<file path="config.mk">
export PLATFORM = sky130hd
export DESIGN_NAME = timer_display
export DESIGN_NICKNAME = d
export VERILOG_FILES = /design/src/rtl/timer_display.sv
export SDC_FILE = /design/constraint.sdc
export NUM_CORES = 1
export LEC_CHECK = 0
export ABC_AREA = 1
export CAP_MARGIN = 0
export CORE_MARGIN = 3
export CORE_UTILIZATION = 45
export CTS_CLUSTER_DIAMETER = 50
export CTS_CLUSTER_SIZE = 24
export DETAILED_ROUTE_END_ITERATION = 10
export SETUP_SLACK_MARGIN = 0.05
export SYNTH_ARGS = -nofsm -noshare
export SYNTH_HDL_FRONTEND = slang
export SYNTH_SLANG_ARGS = --single-unit
export TNS_END_PERCENT = 5
</file>
<file path="constraint.sdc">
create_clock -name clk -period 3.17 [get_ports clk]
set_clock_uncertainty 0.15 [all_clocks]
set_input_delay 0.7925 -clock clk [delete_from_list [all_inputs] [get_ports clk]]
set_output_delay 0.7925 -clock clk [all_outputs]
set_load 0.03 [all_outputs]
</file>
<file path="src/rtl/timer_display.sv">
// Display stage for the countdown timer: converts the remaining seconds to two
// 7-segment digits (active-low) with a subtract-by-ten FSM and blinks them once done.
module timer_display #(
    parameter int BLINK_HALF = 12500000
) (
    input  logic       clk,
    input  logic       rst,
    input  logic [7:0] t,
    input  logic       done,
    output logic [6:0] seg_tens,
    output logic [6:0] seg_ones,
    output logic       busy,
    output logic [2:0] dbg_state
);

    localparam int PW = $clog2(BLINK_HALF);
    localparam logic [PW-1:0] PMAX = PW'(BLINK_HALF - 1);

    typedef enum logic [2:0] {
        IDLE = 3'd0,
        CONV = 3'd1,
        UPD  = 3'd2
    } state_t;

    state_t        state;
    logic [7:0]    work;
    logic [7:0]    cap;
    logic [7:0]    shown;
    logic [3:0]    tens;
    logic [3:0]    ones;
    logic [6:0]    dt;
    logic [6:0]    dig_o;
    logic          force_cap;
    logic          ovf;
    logic [PW-1:0] pcnt;
    logic          vis;

    function automatic logic [6:0] seg_code(input logic [3:0] d);
        case (d)
            4'd0:    seg_code = 7'h40;
            4'd1:    seg_code = 7'h79;
            4'd2:    seg_code = 7'h24;
            4'd3:    seg_code = 7'h30;
            4'd4:    seg_code = 7'h19;
            4'd5:    seg_code = 7'h12;
            4'd6:    seg_code = 7'h02;
            4'd7:    seg_code = 7'h78;
            4'd8:    seg_code = 7'h00;
            4'd9:    seg_code = 7'h10;
            default: seg_code = 7'h7F;
        endcase
    endfunction

    // cap keeps the captured t because work is consumed by the conversion;
    // digits only change in UPD, so partial results never reach the display.
    always_ff @(posedge clk) begin
        if (rst) begin
            state     <= IDLE;
            work      <= 8'd0;
            cap       <= 8'd0;
            shown     <= 8'd0;
            tens      <= 4'd0;
            ones      <= 4'd0;
            dt        <= 7'h7F;
            dig_o     <= 7'h7F;
            force_cap <= 1'b1;
            ovf       <= 1'b0;
        end else begin
            case (state)
                IDLE: begin
                    if (force_cap || (t != shown)) begin
                        work      <= t;
                        cap       <= t;
                        tens      <= 4'd0;
                        ovf       <= (t > 8'd99);
                        force_cap <= 1'b0;
                        state     <= (t > 8'd99) ? UPD : CONV;
                    end
                end
                CONV: begin
                    if (work >= 8'd10) begin
                        work <= work - 8'd10;
                        tens <= tens + 4'd1;
                    end else begin
                        ones  <= work[3:0];
                        state <= UPD;
                    end
                end
                UPD: begin
                    if (ovf) begin
                        dt    <= 7'h3F;
                        dig_o <= 7'h3F;
                    end else begin
                        dt    <= seg_code(tens);
                        dig_o <= seg_code(ones);
                    end
                    shown <= cap;
                    state <= IDLE;
                end
                default: state <= IDLE;
            endcase
        end
    end

    // Blink phase restarts visible whenever done is low.
    always_ff @(posedge clk) begin
        if (rst || !done) begin
            pcnt <= '0;
            vis  <= 1'b1;
        end else if (pcnt == PMAX) begin
            pcnt <= '0;
            vis  <= ~vis;
        end else begin
            pcnt <= pcnt + 1'b1;
        end
    end

    assign seg_tens  = vis ? dt    : 7'h7F;
    assign seg_ones  = vis ? dig_o : 7'h7F;
    assign busy      = (state == CONV) || (state == UPD);
    assign dbg_state = state;

endmodule

</file>
-- Word level (Yosys, flattened, before mapping)
Memories as Yosys holds them, arrays and structs flattened. A register that Yosys moved wholly into a read port is not among the register bits.
Cells that the tools add are included.
- register bits: 76
- latch bits: 0
- bits in writable memories: 0
- bits in read-only memories: 224
- word-level logic and storage cells: 57
- memories: 2
- add/sub/neg operators: 3
- multiply operators: 0
- div/mod/pow operators: 0
- order comparisons: 2
- equal/unequal tests: 7
- shifts and indexed selects: 0
- muxes and demuxes: 18
- bitwise operators: 2
- reductions and logical operators: 11
- memory list (name ; depth ; bits a word ; rd ports ; clocked after memory_dff ; wr ports ; RTL line ; RTL):
    (no name shown) ; 16 ; 7 ; 1 ; 1 ; 0 ; 39 ; case (d)
    (no name shown) ; 16 ; 7 ; 1 ; 1 ; 0 ; 39 ;
- operators by type and width (cell ; number):
    $mux W7 ; 4
    $add A24 B1 Y24 const B ; 1
    $eq A24 B24 Y1 const B ; 1
    $mux W4 ; 6
    $mux W8 ; 2
    $pmux W8 S2 ; 1
    $ge A8 B4 Y1 const B ; 1
    $gt A8 B7 Y1 const B ; 1
    $ne A8 B8 Y1 ; 1
    $pmux W4 S2 ; 1
    $sub A8 B4 Y8 const B ; 1
    $mux W3 ; 2
    $ne A2 B2 Y1 const B ; 3
    $pmux W3 S2 ; 1
    $reduce_and A2 Y1 ; 3
    $add A4 B1 Y4 const B ; 1
    $eq A3 B1 Y1 const B ; 1
    $eq A3 B2 Y1 const B ; 1
    $logic_not A3 Y1 ; 1
    $logic_or A1 B1 Y1 ; 3
    $reduce_and A3 Y1 ; 1
    $mux W2 ; 1
    $not A1 Y1 ; 2
    $reduce_bool A2 Y1 ; 1
    2 further kinds ; 2

-- Logic depth before layout (Yosys ltp)
Gate-level depths: netlist (run 1).
- word-level depth: 6
- depth in mapped cells: 18

-- Worst setup path after synthesis (run 1)
OpenSTA, ideal clock, no wires.
- kind: in2reg
- from: input port t[7]
- to: register (tool-made name)
- data arrival time: 2.260 ns
- path slack: 0.647 ns
- stages on the path: 15
- cells stage by stage: inv_1 -> a21oi_1 -> nand3_1 -> nor2_4 -> nand3_4 -> nand2_2 -> buf_6 -> nand2_1 -> nand2_1 -> nand2_2 -> ha_1 -> inv_1 -> nand4_1 -> nand3_1 -> nand2_1
- RTL lines (element ; RTL line ; RTL):
    from (decl) ; 8 ; input logic [7:0] t,

==> out/summary.txt, run 1 <==
H-Tree Depth: 3
worst min path class: flip-flop to flip-flop
CTS buffer count: 9
port buffer count: 27
drt initial violations: 195
Core ar.: 8848 µm²
Post-synth EDFFs: 0
critical path class: input pin to flip-flop
crit path max fanout: 7
cell taking the most area after synthesis: dfxtp_1
via count: 3,539
gpl congestion: 0.8718
# diodes: 0
Leak: 2.070 nW
PostCTS Resize Cnt: 0
sequential cell area: 1782 µm²
cell count of the worst reg-to-reg path: 8
top area cells in the synthesized netlist: dfxtp_1 43%, nand2_1 8.7%, inv_1 5.5%
die width: 102.0 µm
Pre-Repair DR Iteration Count: 4
Filler cells: 866
first-pass GRT wire length: 15,190 µm
Starting Density: 46.88%
share of cells above drive strength 1: 12.14%
unrepaired setup endpoints after global routing: no
most frequent cell after synthesis: nand2_1
Worst Hold End: dig_o[4]
internal reg-to-reg setup slack: 0.48 ns
Worst-path clk slew: 0.09 ns
Design Power: 0.002762 W
top cells by instance count after synthesis: 96 x nand2_1, 89 x dfxtp_1, 61 x inv_1
final hold violation count: 0
Yosys reg bits: 89
Worst VDD drop: 266.9 µV
Power Density: 580.9 nW/µm²
Ports: 29
crit path launch type: input pin
antenna violations before repair: 0
Final HPWL DP: 6559 µm
CP max stage delay: 0.51 ns
DR vias/cell: 5.107
total congestion overflow: 0
post-layout minimum cycle time: 2.809 ns
Final Worst Setup Slack: 0.3614 ns
max-slew violations: 0
largest net degree at the start of global routing: 32
die area: 10,410 µm²
crit end category: flip-flop
CTS root buf: clkbuf_8
CTS tree: yes
Max-slew headroom: 62.16%
Seq/Total Area, Yosys: 42.96%
Worst path slowest cell: clkdlybuf4s50_1
CP Launch Point: t[1]
Least-Margin Pin Slew: 0.5676 ns
Final Setup Violations: 0
CTS Buffer Depth: 2
RR Startpoint: dbg_state[0]
yosys warns: 0
outcome: complete, no violations
final net count: 607
crit path DAT: 2.90 ns
Async SR Flop Fraction: 0%
Multi-input gate area: 2029 µm²
DRC violations left: 0
Tcrit/Tclk final: 88.60%
Fin Setup TNS: 0 ns
DP Worst Slack: -0.001565 ns
antenna viol nets, final: 0
worst skew pair latency: 0.35 ns
Synth Cell Area: 4148 µm²
Max Clk Rate: 356.0 MHz
Mapped Cells: 548
Hold Path Stages: 2
Setup Fix Bufs, Post-CTS: 0
Net Count, Synth: 575
row cnt: 34
Top FF cell, synth: dfxtp_1
Required @ worst endpoint: 3.26 ns
Total GRT Usage: 18.20%
Hold Buf Count CTS: 0
# clock sinks: 89
Syn-to-layout area delta: 14.63%
die height: 102.0 µm
most frequent CP cell: nand2_1
vias in the first global route: 3,349
Unique masters post-synth: 45
Wirelength per Cell: 12.73 µm
area fraction of the dominant cell type after synthesis: 42.96%
Max Cap Viol: 0
syn avg cell area: 7.569 µm²
final wirelength: 8822 µm
worst-path cell chain: clkdlybuf4s50_1 -> inv_1 -> nand2_1 -> nand2_1 -> nor2_1 -> nand2_1 -> nor2_4 -> nand3_4 -> nand3_1 -> nand2_1 -> nor2_1 -> ha_1 -> inv_1 -> nand4_1 -> nand3_1 -> nand2_1
-- through the flow --
stage / std cells / cell area (µm²) / hold WS [ns] / util, %
2_1_floorplan: 548 / 4148 / 0.2675 / -
3_3_place_gp: 677 / 4552 / 0.2755 / 51.44
3_5_place_dp: 677 / 4552 / 0.2856 / 51.44
4_1_cts: 693 / 4755 / 0.3074 / 53.73
5_1_grt: 693 / 4755 / 0.3202 / 53.73
6_report: 693 / 4755 / 0.2983 / 53.73
-- logic make-up after synthesis --
kind of cell	after synthesis	synth area share [%]
other cells	1	0.09041
flops	89	42.96
simple gates	244	27.54
compound gates	104	14.36
fa+ha+maj	16	4.826
xor+xnor	10	2.112
buf+inv	84	8.115
-- critical path: cells and delay by family --
kind,cells,cell delay [ns]
adder cells (fa/ha/maj),1,0.27
buffers and inverters,3,0.63
AND/OR/NAND/NOR,12,1.22
-- layout by cell type (no fill, tap or decap), types with 2 or more instances in the layout --
cell type	count
a31oi_1	3
clkdlybuf4s50_1	27
o21ai_2	2
buf_4	10
nor3_1	12
a21oi_1	28
dfxtp_1	89
clkinv_4	3
nand3_1	24
nor4_1	2
nor2_2	3
a211oi_1	4
a221o_1	2
clkbuf_8	9
nand2_4	2
o21a_1	3
nor3b_1	3
or2_2	21
nand2_2	5
xor2_1	7
o21ai_1	3
nand2_1	96
clkinvlp_4	2
inv_2	5
o22ai_1	12
xnor2_1	3
inv_1	61
ha_1	16
nand4_1	9
nor2_1	60
o21ai_0	42
-- worst max-delay path by stage --
stage / end / slack (ns) / cells past startpoint
floorplan: flip-flop / 0.65 / 15
global placement: flip-flop / 0.08 / 14
detailed placement: flip-flop / -0.002 / 16
CTS: flip-flop / 0.38 / 16
global route: flip-flop / 0.14 / 14
finish: flip-flop / 0.36 / 16
-- routing by layer --
metal / track usage [%] / vias to the layer above / wire (µm)
li1: - / 1841 / -
met1: 23.63 / 1643 / 4167
met2: 30.48 / 50 / 4284
met3: 4.369 / 5 / 310
met4: 4.642 / 0 / 60
met5: 0 / - / 0
-- area by class of cell --
cell class                      count  share of cell area (%)
Sequential cell                    89                   37.47
Timing Repair Buffer               37                   7.263
Clock buffer                        9                   2.605
Multi-Input combinational cell    375                   42.68
Inverter                           68                   5.474
Clock inverter                      7                   1.658
Tap cell                          108                   2.842
-- report_power, final --
part           switching, W  internal (W)  total, W  leakage (nW)
Sequential        0.0000650       0.00124   0.00131         0.729
Combinational      0.000408      0.000251  0.000659          1.24
Clock              0.000422      0.000371  0.000793        0.0973
Total              0.000895       0.00187   0.00276          2.07
No activity file was read; power rests on OpenSTA's default activity.
==> inputs of run 2 (changes only) <==
Settings changed: HOLD_SLACK_MARGIN from default to 0.15.
Clock period 3.17 ns to 2.6 ns, I/O delays scaled along.
==> out/summary.txt, run 2 (synthesized netlist as in run 1, its figures left out) <==
commonest cells after routing, fill and taps aside: 95 x nand2_1, 89 x dfxtp_1, 61 x inv_1
CTS Buffer Depth: 2
share of cells above drive strength 1: 16.75%
via count: 3,571
Int Power: 0.002415 W
Tcrit/Tclk final: 93.81%
DRC violations left: 0
port buffer count: 27
unrepaired setup endpoints after global routing: yes
Wirelength per Cell: 12.58 µm
# diodes: 0
Worst VDD drop: 412.1 µV
Final HPWL DP: 6780 µm
share of power burned in registers: 45.5%
worst skew pair latency: 0.35 ns
worst-path cell chain: clkdlybuf4s50_1 -> xor2_1 -> nor2_1 -> nand3_4 -> nand2_2 -> nand2_1 -> nand2_2 -> nand2_4 -> ha_1 -> inv_1 -> nand4_1 -> nand3_1 -> nand2_1
crit path max fanout: 6
clock share of power: 30.5%
Setup Fix Bufs, Post-CTS: 0
Final Setup Violations: 0
Starting Density: 46.88%
Gate power share: 23.9%
Worst-path clk slew: 0.09 ns
H-Tree Depth: 3
DR vias/cell: 4.980
final net count: 631
final wirelength: 9023 µm
total congestion overflow: 0
Max Cap Viol: 0
Syn-to-layout area delta: 20.00%
die area: 10,410 µm²
Total GRT Usage: 18.47%
crit path DAT: 2.54 ns
Pre-Repair DR Iteration Count: 5
Switch Pwr: 0.001094 W
crit path buf inv count: 2
# clock sinks: 89
Placed Area: 4732 µm²
Crit path max-delay family: simple AND/OR/NAND/NOR gates
first-pass GRT wire length: 15,470 µm
Power Density: 705.0 nW/µm²
CP max stage delay: 0.43 ns
crit path launch type: input pin
vias in the first global route: 3,423
Net Sw Frac: 31.18%
outcome: complete, no violations
largest net degree at the start of global routing: 23
Final Cell Area: 4977 µm²
Ports: 29
worst min path class: flip-flop to flip-flop
Hold Buf Count CTS: 0
max-slew violations: 0
Worst path slowest cell: clkdlybuf4s50_1
Required @ worst endpoint: 2.70 ns
Leak: 2.231 nW
row cnt: 34
Filler cells: 863
drt initial violations: 165
CTS buffer count: 9
Max Clk Rate: 410.0 MHz
post-layout minimum cycle time: 2.439 ns
antenna violations before repair: 0
critical path class: input pin to flip-flop
Final Worst Setup Slack: 0.1611 ns
crit end category: flip-flop
DP Worst Slack: -0.3990 ns
CTS tree: yes
die width: 102.0 µm
Core ar.: 8848 µm²
CTS root buf: clkbuf_8
Hold Worst Slack: 0.3044 ns
final hold violation count: 0
die height: 102.0 µm
gpl congestion: 0.8771
commonest non-fill, non-tap cell in the layout: nand2_1
antenna viol nets, final: 0
run 2: routing by layer:
metal	vias to the layer above	track usage, %	part of all wire [%]
li1	1894	-	-
met1	1622	23.90	48
met2	44	30.88	48
met3	11	3.686	2.9
met4	0	6.155	1.6
met5	-	0	0
run 2: metrics by stage:
| stage | util, % | power, W | std cells | setup TNS (ns) |
|---|---|---|---|---|
| floorplan | - | 0.002191 | 548 | 0 |
| global placement | 53.48 | 0.002470 | 701 | -1.682 |
| detailed placement | 53.48 | 0.002483 | 701 | -2.345 |
| CTS | 55.83 | 0.003530 | 717 | 0 |
| global route | 56.25 | 0.003707 | 717 | 0 |
| finish | 56.25 | 0.003509 | 717 | 0 |
run 2: final timing paths:
check                 start         to  slack, ns  cells past startpoint
setup / recovery       t[4]  flip-flop       0.16                     13
hold reg to reg   flip-flop      dt[4]       0.30                      2
setup reg to reg    work[3]  flip-flop       0.23                     11
hold / removal    flip-flop      dt[4]       0.30                      2
run 2: worst min-delay path, stage by stage, from the launching register on:
cell,delay (ns)
dfxtp_1,0.32
o22ai_1,0.07
nand2_1,0.05
run 2: final cells by class:
class	instances	area (µm²)	area share, %
multi-input cells	375	2062	41.43
flip-flops and latches	89	1782	35.80
repair buffers	61	510.5	10.26
inverters	68	260.3	5.229
clock buffers	10	137.6	2.765
well taps	108	135.1	2.715
clock inverters	6	90.09	1.810
run 2: power groups by stage:
stage | Sequential (W) | Combinational, W | Clock, W
3_5_place_dp | 0.00163 | 0.000855 | 0
5_1_grt | 0.00162 | 0.000944 | 0.00115
3_3_place_gp | 0.00163 | 0.000844 | 0
2_1_floorplan | 0.00161 | 0.000581 | 0
6_report | 0.00160 | 0.000839 | 0.00107
4_1_cts | 0.00160 | 0.000833 | 0.00110
run 2: timing repair:
| action | 4_1_cts | 5_1_grt |
|---|---|---|
| pin swaps | 4 | 3 |
| gates resized for setup | 19 | 10 |
| endpoints found under the setup margin | 16 | 11 |
==> inputs of run 3 (changes only) <==
Settings changed: CORE_UTILIZATION 45 to 40, SETUP_SLACK_MARGIN 0.05 to 0.15.
==> out/summary.txt, run 3 (synthesized netlist as in run 1, its figures left out) <==
DRT met1 WL: 4653 µm
crit path DAT: 1.59 ns
Syn-to-layout area delta: 22.32%
CTS root buf: clkbuf_8
critical path class: flip-flop to output port
# diodes: 0
Met3 Wirelength: 188 µm
Core ar.: 9910 µm²
commonest non-fill, non-tap cell in the layout: nand2_1
antenna viol nets, final: 0
die area: 11,630 µm²
H-Tree Depth: 3
Starting Density: 41.86%
commonest cells after routing, fill and taps aside: 95 x nand2_1, 88 x dfxtp_1, 60 x inv_1
first-pass GRT wire length: 16,020 µm
post-layout minimum cycle time: 2.393 ns
Core Util, Final: 51.20%
Final Setup Violations: 0
final wirelength: 9339 µm
worst skew pair latency: 0.36 ns
total congestion overflow: 0
DR vias/cell: 4.837
Power Density: 711.5 nW/µm²
Total GRT Usage: 17.26%
die height: 107.8 µm
Final Worst Setup Slack: 0.2068 ns
Required @ worst endpoint: 1.80 ns
share of cells above drive strength 1: 18.23%
vias in the first global route: 3,467
drt initial violations: 236
gpl congestion: 0.7986
unrepaired setup endpoints after global routing: yes
crit end category: output port
antenna violations before repair: 0
via count: 3,589
die width: 107.8 µm
Filler cells: 978
Multi-input gate area: 2063 µm²
DP Worst Slack: -0.4088 ns
Final Cell Area: 5074 µm²
# clock sinks: 89
worst min path class: flip-flop to flip-flop
port buffer count: 27
largest net degree at the start of global routing: 27
Worst VDD drop: 376.2 µV
outcome: complete, no violations
Hold Buf Count CTS: 0
Max Clk Rate: 417.9 MHz
CTS buffer count: 9
top layer in use: met4
final hold violation count: 0
CTS tree: yes
max-slew violations: 0
Routed met2 length: 4404 µm
Leak: 2.282 nW
Worst-path clk slew: 0.10 ns
Pre-Repair DR Iteration Count: 5
DRC violations left: 0
row cnt: 36
Design Power: 0.003610 W
Tcrit/Tclk final: 92.05%
final net count: 631
Max Cap Viol: 0
CTS Buffer Depth: 2
Ports: 29
Final HPWL DP: 6860 µm
crit path max fanout: 14
Hold Worst Slack: 0.2978 ns
Placed Area: 4753 µm²
crit path launch type: flip-flop
Wirelength per Cell: 12.59 µm
sequential cell area: 1783 µm²
[run 3: cell types whose count changed in the layout (fill, tap and decap cells not counted), moves of 2 or more]
cell | before | now
dlymetal6s2s_1 | 3 | 6
buf_4 | 34 | 32
clkdlybuf4s15_1 | 0 | 7
dlygate4sd2_1 | 18 | 3
clkdlybuf4s50_1 | 6 | 4
clkdlybuf4s15_2 | 0 | 6
[run 3: critical path, cell delays in order, from the launching register on]
cell and delay (ns):
dfxtp_2 0.37, clkinvlp_4 0.20, or2_2 0.33, clkdlybuf4s15_1 0.34
[run 3: path summary, 6_finish.rpt]
check | from | end | slack, ns | cells past startpoint
setup / recovery | vis | seg_ones[2] | 0.21 | 3
hold reg to reg | flip-flop | dt[0] | 0.30 | 2
setup reg to reg | dbg_state[0] | flip-flop | 0.25 | 12
hold / removal | flip-flop | dt[0] | 0.30 | 2
[run 3: timing repair]
action | in CTS | in global routing
setup endpoints to repair | 22 | 26
resized for setup | 40 | 15
cloned | 0 | 0
pin swaps | 1 | 7
hold endpoints to repair | 0 | 0
setup buffers | 0 | 3
[run 3: layer usage]
| metal | vias to the layer above | track usage [%] |
|---|---|---|
| li1 | 1887 | - |
| met1 | 1668 | 22.87 |
| met2 | 28 | 27.71 |
| met3 | 6 | 3.539 |
| met4 | 0 | 6.312 |
| met5 | - | 0 |
[run 3: per-stage QoR]
stage | cells | TNS (ns)
2_1_floorplan | 548 | 0
3_3_place_gp | 723 | -1.775
3_5_place_dp | 723 | -2.330
4_1_cts | 739 | 0
5_1_grt | 742 | 0
6_report | 742 | 0
[run 3: final cells by class]
| cell class | count | area share [%] |
|---|---|---|
| Clock buffer | 9 | 2.441 |
| Clock inverter | 7 | 2.318 |
| Inverter | 68 | 5.203 |
| Multi-Input combinational cell | 375 | 40.67 |
| Sequential cell | 89 | 35.14 |
| Tap cell | 133 | 3.280 |
| Timing Repair Buffer | 61 | 10.95 |
[run 3: power breakdown]
group / switching [W] / internal (W)
sequential: 0.0000822 / 0.00152
clock: 0.000504 / 0.000640
combinational: 0.000527 / 0.000340
total: 0.00111 / 0.00250
